`src/rtl/sim_end_checker_pkg.sv`:
```
// sim_check_pkg: shared states, end-mode constants and packed-field helper for sim_end_checker
package sim_check_pkg;
  typedef enum logic [1:0] {S_RUN, S_CHECK, S_DONE} state_t;
  localparam int END_PC_MATCH = 0;
  localparam int END_SELF_LOOP = 1;
  function automatic logic [63:0] field(input logic [1023:0] vec, input int w, input int i);
    return 64'(vec >> (i * w)) & ((64'd1 << w) - 64'd1);
  endfunction
endpackage

```
`src/rtl/sim_end_checker_end_detect.sv`:
```
// end_detect: flags program completion from the core PC (fixed end PC or branch-to-self)
module end_detect
  import sim_check_pkg::*;
#(
  parameter int PC_W = 32,
  parameter int END_MODE = END_PC_MATCH,
  parameter logic [PC_W-1:0] END_PC = PC_W'(32'h48)
) (
  input  logic            clk,
  input  logic            reset,
  input  logic [PC_W-1:0] pc,
  output logic            done_pulse
);
  logic [PC_W-1:0] prev_q;
  logic            started_q;
  always_ff @(posedge clk or posedge reset)
    if (reset) begin
      prev_q    <= '0;
      started_q <= 1'b0;
    end else begin
      prev_q    <= pc;
      started_q <= 1'b1;
    end
  // started_q masks the reset value of prev_q matching a pc of 0
  assign done_pulse = (END_MODE == END_SELF_LOOP) ? (started_q && pc == prev_q) : (pc == END_PC);
endmodule

```
`config.mk`:
```
export PLATFORM = sky130hd
export DESIGN_NAME = end_detect
export DESIGN_NICKNAME = d
export VERILOG_FILES = /design/src/rtl/sim_end_checker_pkg.sv /design/src/rtl/sim_end_checker_end_detect.sv
export SDC_FILE = /design/constraint.sdc
export NUM_CORES = 1
export LEC_CHECK = 0
export CAP_MARGIN = 20
export CELL_PAD_IN_SITES_DETAIL_PLACEMENT = 0
export CELL_PAD_IN_SITES_GLOBAL_PLACEMENT = 1
export CORE_AREA = 2 2 39 41
export DETAILED_ROUTE_END_ITERATION = 12
export DIE_AREA = 0 0 41 43
export PLACE_DENSITY_LB_ADDON = 0.1
export SYNTH_ARGS = -nofsm -noshare
export SYNTH_HDL_FRONTEND = slang
export SYNTH_SLANG_ARGS = --single-unit
export TNS_END_PERCENT = 100
```
`constraint.sdc`:
```
create_clock -name vclk -period 1.42
set_input_delay 0.284 -clock vclk [all_inputs]
set_output_delay 0.284 -clock vclk [all_outputs]
set_load 0.01 [all_outputs]
```
; Word-level counts from Yosys, hierarchy flattened
; Cells that the tools add are included.
[op_classes]
n_eq_ne = 1
[op_table]
columns = op, n
row1 = $eq A32 B7 Y1 const B, 1
[totals]
ff_bits = 0
input_bits = 34

; Logic depth before layout (Yosys ltp)
[depth]
depth_word = 1
mapped_depth = 3
mapped_depth_nobuf = 3

; Worst setup path before layout
; Ideal clock, no wire load.
[synth_path]
kind = input -> output
from = input port pc[26]
to = output port done_pulse
arrival_ps = 822
required_ps = 1136
setup_slack_ps = 314
stages = 3
n_path_buf = 0
cell_sequence = nor4_2 > nand4_1 > nor2_1
[synth_between]
elab_chain_cells = 1
[synth_lines]
columns = element, line_no
row1 = start: declaration, sim_end_checker_end_detect.sv:11  ; input logic [PC_W-1:0] pc,
row2 = $eq A32 B7 Y1, sim_end_checker_end_detect.sv:25  ; assign done_pulse = (END_MODE == END_SELF_LOOP) ? (started_q && pc == prev_q) : (pc == END_PC);
row3 = end: declaration, sim_end_checker_end_detect.sv:12  ; output logic done_pulse
; No other way between the ends.

; Final worst setup path
[layout_path]
from = input port pc[21]
to = output port done_pulse
; The elaborated chain is that of the path after synthesis.

==> flow_metrics.tcl <==
set metrics [dict create \
    min_period_over_period_pct 96.41 \
    grt_pass1_vias 232 \
    worstSetupEndpointType "primary output" \
    drive_above_1_share_pct 61.36 \
    grt_pass1_wl_um 772 \
    drt-initial-drc-count 0 \
    cp.required_ps 1140 \
    synthCells 11 \
    final.fill_count 147 \
    grt_use_total_pct 5.994 \
    p_leak_nw 0.1660 \
    port_buffers 33 \
    synth_fp_nets 45 \
    crit_path_start_kind "input port" \
    final-setup-viol-count 0 \
    die_w_um 41 \
    drt-vias-per-instance 4.183 \
    place.gp.congestion 0.5731 \
    ys_seq_area_share_pct 0 \
    ys.warnings.count 0 \
    io_pins 35 \
    slew_viol_final 0 \
    cp_max_fo 1 \
    hp-start "pc[18]" \
    min_period_ps 1369 \
    peakVddDrop_v 0.00005090 \
    die_h_um 43 \
    fmax_ghz 0.7304 \
    power.density_nw_per_um2 191.1 \
    min_path_type "in -> out" \
    dr.pass1.iters 1 \
    syn_avg_cell_area_um2 9.327 \
    holdWs_ps 939.9 \
    max_cap_viol_count 0 \
    antennaDiodeCount 0 \
    wirelength_um 623 \
    ant_nets 0 \
    seq_cells 0 \
    core_um2 1384 \
    relSlewSlack_pct 85.93 \
    critPathArrivalTime_ps 1090 \
    path_class "in -> out" \
    nClkBuffers 0 \
    grt_start_max_net_pins 2 \
    initial_core_util_pct 7.414 \
    fin_setup_tns_ps 0 \
    hold_depth 5 \
    min_to "done_pulse" \
    place_area_um2 452.9 \
    via_count 251 \
    routedWlPerCell_um 10.38 \
    hold_violations 0 \
    cts_setup_buffers 0 \
    hold_buffers 0 \
    fin_area_um2 395.4 \
    grt-ovfl-total 0 \
    rows 14 \
    multiInputGateArea_um2 147.6 \
    status "finished, final reports clean" \
    grt_setup_unrepaired "false" \
    netlist_area_um2 102.6 \
    seq_area_um2 0 \
    antenna_found_initial 0 \
    remaining_drc_errors 0 \
    nNetsFinal 80 \
    die-area_um2 1763 \
    area_growth_pct 285.4 \
    worstMarginPinSlew_ps 209.2 \
    synth.distinct_cells 5 \
]
## Yosys cell counts, drive strengths merged
master	instances	area [um2]
nand4	2	12.51
nor2	1	3.750
nor4	6	56.31
nor4b	2	30.03
## cell type report
| cell class | count | share of cell area, % |
|---|---|---|
| Timing Repair Buffer | 33 | 57.59 |
| Tap cell | 16 | 5.063 |
| Multi-Input combinational cell | 11 | 37.34 |
## kinds of logic (layout without fill, tap and decap cells)
family	Yosys count	count (layout)	share of synthesized area, %
and+or+nand+nor	11	11	100.0
buffers and inverters	0	33	0
## metal layers
metal	track usage [%]	wire length (um)
met1	5.063	209
met2	12.81	263
met3	1.571	150
met4	0	0
met5	0	0
## per-stage QoR
step	cells	total power, mW	util [%]	setup slack (ps)
after detailed placement	60	0.1003	32.73	-728.5
after global routing	60	0.08057	28.57	5.035
after floorplan	11	0.006957	-	314.2
final	60	0.07557	28.57	50.92
after global placement	60	0.09837	32.73	-673.6
after CTS	60	0.07460	29.84	1.832
## worst max-delay path: stages
cell             delay (ps)
clkdlybuf4s15_1         170
nor4_2                  250
nand4_1                 120
nor2_1                  120
buf_2                   140
## worst max path at each step
stage / start / end / slack, ps / cells after the start
after floorplan: pc[26] / done_pulse / 310 / 3
after global placement: pc[1] / done_pulse / -670 / 5
after detailed placement: pc[1] / done_pulse / -730 / 5
after CTS: pc[10] / done_pulse / 2 / 5
after global routing: pc[25] / done_pulse / 5 / 5
final: pc[21] / done_pulse / 50 / 5
## where the power goes
| group | internal [mW] | switching (mW) | total, mW |
|---|---|---|---|
| clock | 0 | 0 | 0 |
| combinational | 0.0486 | 0.0270 | 0.0756 |
| sequential | 0 | 0 | 0 |
## cell usage in the layout, fill, tap and decap left out
cell type,Yosys,layout
nor4_4,0,2
nor4b_4,0,1
dlygate4sd2_1,0,6
buf_2,0,8
clkbuf_2,0,11
clkdlybuf4s15_1,0,8
nor4b_2,2,1
nor4_2,3,4
nor2_1,1,1
nand4_1,2,2
## timing repair
item / 4_1_cts / 5_1_grt
resized for setup: 67 / 21
endpoints found under the setup margin: 1 / 1
pin swaps: 11 / 11
No activity file was read; power rests on OpenSTA's default activity.
